**src/rtl/pixel_pkg.sv**
```systemverilog
// Shared definitions for the pixel read-out path.
// Holds the scan FSM state encoding, the pixel byte type, the FIFO word
// layout and the default image geometry used by the Memory stage, this
// block and the display logic.
package pixel_pkg;

    typedef enum logic [1:0] {
        IDLE  = 2'd0,
        RUN   = 2'd1,
        DRAIN = 2'd2
    } fetch_state_t;

    typedef logic [7:0] pixel_t;

    typedef struct packed {
        logic   last;
        pixel_t data;
    } fifo_word_t;

    localparam int DEF_IMG_DIM  = 400;
    localparam int DEF_GRID     = 4;
    localparam int DEF_QUAD_DIM = DEF_IMG_DIM / DEF_GRID;

endpackage

```
**src/rtl/pix_fifo2.sv**
```systemverilog
// Two-entry synchronous FIFO carrying a pixel byte plus its last-pixel tag.
// Ports:
//   clk, reset          rising-edge clock, synchronous active-low reset
//   push, wdata         write strobe and word
//   pop, rdata          read strobe and head word (head is valid when !empty)
//   count, empty, full  occupancy status
// Simultaneous push and pop are both honoured and leave count unchanged.
module pix_fifo2
    import pixel_pkg::*;
(
    input  logic       clk,
    input  logic       reset,
    input  logic       push,
    input  fifo_word_t wdata,
    input  logic       pop,
    output fifo_word_t rdata,
    output logic [1:0] count,
    output logic       empty,
    output logic       full
);

    fifo_word_t mem [2];
    logic       wr_ptr;
    logic       rd_ptr;

    always_ff @(posedge clk) begin
        if (!reset) begin
            mem[0] <= '0;
            mem[1] <= '0;
            wr_ptr <= 1'b0;
            rd_ptr <= 1'b0;
            count  <= 2'd0;
        end else begin
            if (push) begin
                mem[wr_ptr] <= wdata;
                wr_ptr      <= ~wr_ptr;
            end
            if (pop) begin
                rd_ptr <= ~rd_ptr;
            end
            case ({push, pop})
                2'b10:   count <= count + 2'd1;
                2'b01:   count <= count - 2'd1;
                default: count <= count;
            endcase
        end
    end

    assign rdata = mem[rd_ptr];
    assign empty = (count == 2'd0);
    assign full  = (count == 2'd2);

endmodule

```
**src/rtl/pixel_fetch.sv**
```systemverilog
// Scans one image quadrant out of data memory, row-major, one byte per
// address, and streams the bytes out over a valid/ready interface.
// Ports:
//   clk, reset                  rising-edge clock, synchronous active-low reset
//   start, cuadrante            scan request and quadrant index {qrow, qcol}
//   mem_rd_en, mem_addr         read strobe and byte address to the read port
//   mem_rdata                   read data, valid one cycle after mem_rd_en
//   pixel, pixel_valid,
//   pixel_ready, pixel_last     output stream; last marks the final pixel
//   busy, done                  scan in progress / one-cycle completion pulse
//
// state | meaning
// IDLE  | waiting for start; outputs quiet
// RUN   | issuing reads, one per cycle while the credit allows
// DRAIN | all reads issued; waiting for the last pixel to handshake
module pixel_fetch
    import pixel_pkg::*;
#(
    parameter int ADDR_W    = 19,
    parameter int IMG_DIM   = DEF_IMG_DIM,
    parameter int GRID      = DEF_GRID,
    parameter int QUAD_DIM  = DEF_QUAD_DIM,
    parameter int BASE_ADDR = 0
) (
    input  logic              clk,
    input  logic              reset,
    input  logic              start,
    input  logic [3:0]        cuadrante,
    output logic              mem_rd_en,
    output logic [ADDR_W-1:0] mem_addr,
    input  logic [7:0]        mem_rdata,
    output logic [7:0]        pixel,
    output logic              pixel_valid,
    input  logic              pixel_ready,
    output logic              pixel_last,
    output logic              busy,
    output logic              done
);

    localparam int GW = $clog2(GRID);
    localparam int CW = ($clog2(QUAD_DIM) > 0) ? $clog2(QUAD_DIM) : 1;
    localparam logic [CW-1:0] LAST_IDX = CW'(QUAD_DIM - 1);

    fetch_state_t      state, state_nx;
    logic [CW-1:0]     row, col;
    logic [ADDR_W-1:0] row_base, start_base;
    logic [GW-1:0]     qrow, qcol;
    logic              inflight, inflight_last, done_q;
    logic              issue, pop, at_last, credit_ok;
    logic [2:0]        occupancy;
    logic [1:0]        fifo_count;
    logic              fifo_empty, fifo_full;
    fifo_word_t        head, push_word;

    assign qrow = cuadrante[2*GW-1:GW];
    assign qcol = cuadrante[GW-1:0];

    // Multiplies only on the start path; per-pixel stepping is add-only.
    assign start_base = ADDR_W'(BASE_ADDR)
                      + ADDR_W'(qrow) * ADDR_W'(QUAD_DIM * IMG_DIM)
                      + ADDR_W'(qcol) * ADDR_W'(QUAD_DIM);

    assign at_last = (row == LAST_IDX) && (col == LAST_IDX);
    assign pop     = pixel_valid && pixel_ready;

    // Items already owed to the FIFO (stored + returning) minus the one
    // leaving this cycle must leave room for one more.
    assign occupancy = {1'b0, fifo_count} + {2'b00, inflight};
    assign credit_ok = (occupancy < (3'd2 + {2'b00, pop})) && !(fifo_full && !pop);

    always_comb begin
        state_nx = state;
        issue    = 1'b0;
        case (state)
            IDLE: begin
                if (start) state_nx = RUN;
            end
            RUN: begin
                issue = credit_ok;
                if (issue && at_last) state_nx = DRAIN;
            end
            DRAIN: begin
                if (pop && head.last) state_nx = IDLE;
            end
            default: state_nx = IDLE;
        endcase
    end

    always_ff @(posedge clk) begin
        if (!reset) begin
            state         <= IDLE;
            row           <= '0;
            col           <= '0;
            row_base      <= '0;
            inflight      <= 1'b0;
            inflight_last <= 1'b0;
            done_q        <= 1'b0;
        end else begin
            state         <= state_nx;
            inflight      <= issue;
            inflight_last <= issue && at_last;
            done_q        <= (state == DRAIN) && pop && head.last;
            if (state == IDLE && start) begin
                row_base <= start_base;
                row      <= '0;
                col      <= '0;
            end else if (issue) begin
                if (col == LAST_IDX) begin
                    col      <= '0;
                    row      <= row + CW'(1);
                    row_base <= row_base + ADDR_W'(IMG_DIM);
                end else begin
                    col <= col + CW'(1);
                end
            end
        end
    end

    assign push_word.last = inflight_last;
    assign push_word.data = mem_rdata;

    pix_fifo2 u_fifo (
        .clk   (clk),
        .reset (reset),
        .push  (inflight),
        .wdata (push_word),
        .pop   (pop),
        .rdata (head),
        .count (fifo_count),
        .empty (fifo_empty),
        .full  (fifo_full)
    );

    assign mem_rd_en   = issue;
    assign mem_addr    = row_base + ADDR_W'(col);
    assign pixel_valid = !fifo_empty;
    assign pixel       = head.data;
    assign pixel_last  = head.last && pixel_valid;
    assign busy        = (state != IDLE);
    assign done        = done_q;

endmodule

```
**config.mk**
```make
export PLATFORM = sky130hd
export DESIGN_NAME = pixel_fetch
export DESIGN_NICKNAME = d
export VERILOG_FILES = /design/src/rtl/pixel_pkg.sv /design/src/rtl/pix_fifo2.sv /design/src/rtl/pixel_fetch.sv
export SDC_FILE = /design/constraint.sdc
export NUM_CORES = 1
export LEC_CHECK = 0
export ABC_CLOCK_PERIOD_IN_PS = 2550
export CAP_MARGIN = 20
export CORE_ASPECT_RATIO = 1.1
export CORE_MARGIN = 4
export CORE_UTILIZATION = 55
export CTS_CLUSTER_DIAMETER = 60
export DETAILED_ROUTE_END_ITERATION = 10
export PLACE_DENSITY = 0.83
export SYNTH_ARGS = -nofsm -noshare
export SYNTH_HDL_FRONTEND = slang
export SYNTH_HIERARCHICAL = 1
export SYNTH_SLANG_ARGS = --single-unit
```
**constraint.sdc**
```tcl
create_clock -name clk -period 2.55 [get_ports clk]
set_input_delay 0.3825 -clock clk [delete_from_list [all_inputs] [get_ports clk]]
set_output_delay 0.3825 -clock clk [all_outputs]
set_load 0.005 [all_outputs]
```
==> results by group <==
Logic synthesis
  – Largest family of logic cells by synthesized area: simple AND/OR/NAND/NOR gates
  – Post-synthesis adder-cell area fraction: 7.40%
  – Yosys top cell area share: 24.8%
  – Largest area contributor in the netlist: dfxtp_1
  – Post-synth ARST share: 0%
  – Syn Inst Count: 362
  – Post-synthesis simple-gate area fraction: 25.4%
  – Number of synthesized flops with an enable pin: 18
  – Most frequent cell after synthesis: dfxtp_1
  – Mapped Nets: 397
  – Seq/Total Area, Yosys: 41.1%
  – Area contributors post-synth: dfxtp_1 (25%), edfxtp_1 (16%), ha_1 (6.8%), xnor2_1 (6.1%), nand2_1 (4.4%)
  – Top post-synthesis cells by count: dfxtp_1 (41), nand2_1 (39), nor2_1 (39)
  – Ys flop type: dfxtp_1
  – FF+latch count, synth: between 50 and 60
  – Netlist cell types: 49
  – Post-Syn Area: 0.00332 mm2
  – Compound-Gate Fraction of Synth Area: a little under an eighth
  – Synth Warn #: 6
  – Syn avg cell area: between 9 and 10 um2
  – Mux contribution to synthesized area: under 10%
  – Post-Synth XOR/XNOR Area: under 10%

Timing
  – Tmin final: 2.47 ns
  – Least-Margin Pin Slew: 0.730 ns
  – Maximum clock rate: 404 MHz
  – Clk_skew: ~0.0079 ns
  – Slack of the critical path: ~0.075 ns
  – Endpoints failing setup: 0
  – Setup tns final: 0 ns
  – Tcrit/Tclk final: roughly 97%
  – Min Hold Slack: between 0.4 and 0.5 ns
  – Slew Viols, Final: 0
  – Relative max-transition margin: between 50 and 60%
  – Final Hold Viols: 0

Placed design
  – Dpl cells: between 400 and 500
  – Placed Area: 0.00400 mm2
  – Worst slack, placed: -0.0395 ns
  – Port Buffer Count: 47
  – DP Wirelength: 5.59 mm
  – Routability congestion estimate: 0.824

Power and ir drop
  – Sw Share: 28.1%
  – Sequential Power Share: a little over two fifths
  – VDD IR-drop max: 0.357 mV
  – Static Leak: about 1.6 nW
  – Power per cell area: about 630 mW/mm2
  – Overall power: 2.64 mW
  – Clock share of power: a little over a third
  – Internal Pwr Total: ~1.9 mW
  – Psw: roughly 0.74 mW
  – Combinational Power Share: 22.3%

Clock tree
  – CTS clk-pin slew, worst paths: ~0.070 ns
  – Max clock buf depth: 2
  – Post-CTS Setup Bufs: 0
  – CTS Buf Count: 9
  – CTS tree: yes
  – CTS Root Cell: clkbuf_8
  – Clk_lat worst skew: 0.34 ns
  – Clock sinks: 59
  – CTS H-Tree Depth: 3

Global route
  – Initial antenna violation count: 0
  – First-pass GRT wire length: roughly 13 mm
  – GRT overflow: 0
  – Total GRT Usage: roughly 23%
  – Via count of the first global-routing pass: between 2k and 3k
  – Largest net degree at the start of global routing: 22

Layout
  – Fin cells: 512
  – Share of cells above drive strength 1: around a fifth
  – Fillers: approximately 440
  – P&R area growth vs syn: 27.2%
  – Nets: ~470
  – Antenna diodes: 0
  – Final instance area: 0.00422 mm2
  – Fin util: between 70% and 80%

Routing
  – Total vias in the final route: 2952
  – Vias per cell: 5.77
  – Routed wire length: 7.65 mm
  – DRC errors left: 0
  – Initial DRC count: around 160
  – Pre-Repair DR Iteration Count: 4
  – Drt wl/cell: 14.9 um
  – Antenna Nets Post-Route: 0

Critical path
  – R2r endpoint: row_base[13]
  – R2R Setup Slk: 0.34 ns
  – CP endpoint: mem_rd_en
  – Worst r2r src: col[4]
  – Critical path startpoint: u_fifo/count[0]
  – Max FO, Critical Path: 5
  – CP required: ~2.2 ns
  – CP Class: register to output pin
  – Critical path arrival: 2.09 ns
  – Worst r2r path cells: 6
  – Setup crit end kind: output pin
  – Worst setup SP type: register

Floorplan
  – Die area: 0.00734 mm2
  – Core area: around 0.0058 mm2
  – Initial Util: a little under three fifths
  – Top Ports: 48
  – Die X: a little over 80 um
  – Die Y: between 80 and 90 um
  – Num rows: 29

Run
  – MaxCap Viol Count: 0

Worst hold path
  – Hold Path Class: register to register

Status
  – Result of the run: complete, no violations
-- flip-flops by register name, indices dropped and copies added (netlist names), named ones only --
| name | count |
|---|---|
| row | 7 |
| state | 2 |
| done | 1 |
| u_fifo/rd_ptr | 1 |
| inflight_last | 1 |
| col | 7 |
| u_fifo/mem | 18 |
| u_fifo/wr_ptr | 1 |
| inflight | 1 |
| u_fifo/count | 2 |
| row_base | 17 |
-- placed cells by master (no fill, tap or decap), types with 3 or more instances in the layout --
| master | n |
|---|---|
| dfxtp_1 | 40 |
| nand2_1 | 39 |
| nor2_1 | 37 |
| clkdlybuf4s50_1 | 34 |
| buf_4 | 24 |
| xnor2_1 | 23 |
| a21oi_1 | 18 |
| edfxtp_1 | 18 |
| nand3_1 | 16 |
| ha_1 | 16 |
| inv_1 | 12 |
| o31ai_1 | 9 |
| or4_1 | 9 |
| o21ai_0 | 9 |
| clkbuf_8 | 9 |
| mux2_2 | 9 |
| xor2_1 | 8 |
| clkbuf_2 | 8 |
| a31oi_1 | 7 |
| nand4_1 | 7 |
| nand2b_1 | 4 |
| or2_2 | 4 |
| and3_1 | 4 |
| nor3_1 | 4 |
| nor4_1 | 4 |
| and2_1 | 4 |
| dlygate4sd2_1 | 4 |
| nor2b_1 | 3 |
| a211oi_1 | 3 |
| or3_1 | 3 |
-- worst min-delay path by stage --
stage | slack, ns | depth (start not counted) | to | from
after floorplan | 0.44 | 2 | row_base[2] | row_base[2]
after global placement | 0.45 | 2 | row_base[2] | row_base[2]
after detailed placement | 0.47 | 2 | row_base[3] | row_base[3]
after CTS | 0.48 | 2 | row_base[3] | row_base[3]
after global routing | 0.49 | 2 | row_base[3] | row_base[3]
final | 0.47 | 2 | row_base[3] | row_base[3]
-- power by group through the flow --
| stage | Clock [mW] | Combinational (mW) | Sequential (mW) |
|---|---|---|---|
| 2_1_floorplan | 0 | 0.341 | 1.10 |
| 3_3_place_gp | 0 | 0.576 | 1.12 |
| 3_5_place_dp | 0 | 0.588 | 1.13 |
| 4_1_cts | 0.949 | 0.583 | 1.11 |
| 5_1_grt | 1.00 | 0.648 | 1.12 |
| 6_report | 0.944 | 0.588 | 1.11 |
-- critical path: stages (launching register included) --
cell	delay [ns]
dfxtp_2	0.35
ha_1	0.19
ha_2	0.22
or2_2	0.34
nor2_4	0.13
clkdlybuf4s50_1	0.52
-- what timing repair did --
action / 4_1_cts / 5_1_grt
pin swaps: 4 / 6
resized for setup: 25 / 22
endpoints found under the hold margin: 0 / 0
setup endpoints to repair: 13 / 12
hold buffers: 0 / 0
-- layer usage --
metal,track usage (%),share of wire (%),up-vias
met2,39.8,51,96
met3,6.75,5.8,16
li1,-,-,1430
met4,10.7,2.1,0
met1,26.3,41,1410
met5,0,0,-
-- cell type report --
| type | instances | area [um2] | area share [%] |
|---|---|---|---|
| Sequential cell | 59 | 1360 | 32.3 |
| Clock buffer | 10 | 128 | 3.03 |
| Inverter | 12 | 45.0 | 1.07 |
| Timing Repair Buffer | 72 | 617 | 14.6 |
| Clock inverter | 6 | 88.8 | 2.11 |
| Tap cell | 77 | 96.3 | 2.28 |
| Multi-Input combinational cell | 276 | 1880 | 44.6 |
-- logic make-up (layout without fill, tap and decap cells) --
family	after synthesis	in the layout
AND/OR/NAND/NOR	156	156
AO/OA/AOI/OAI	61	61
XOR/XNOR	31	31
adder cells (fa/ha/maj)	19	19
buffers and inverters	27	100
multiplexers	9	9
flip-flops	59	59
Power figures use the tool's default switching activity.
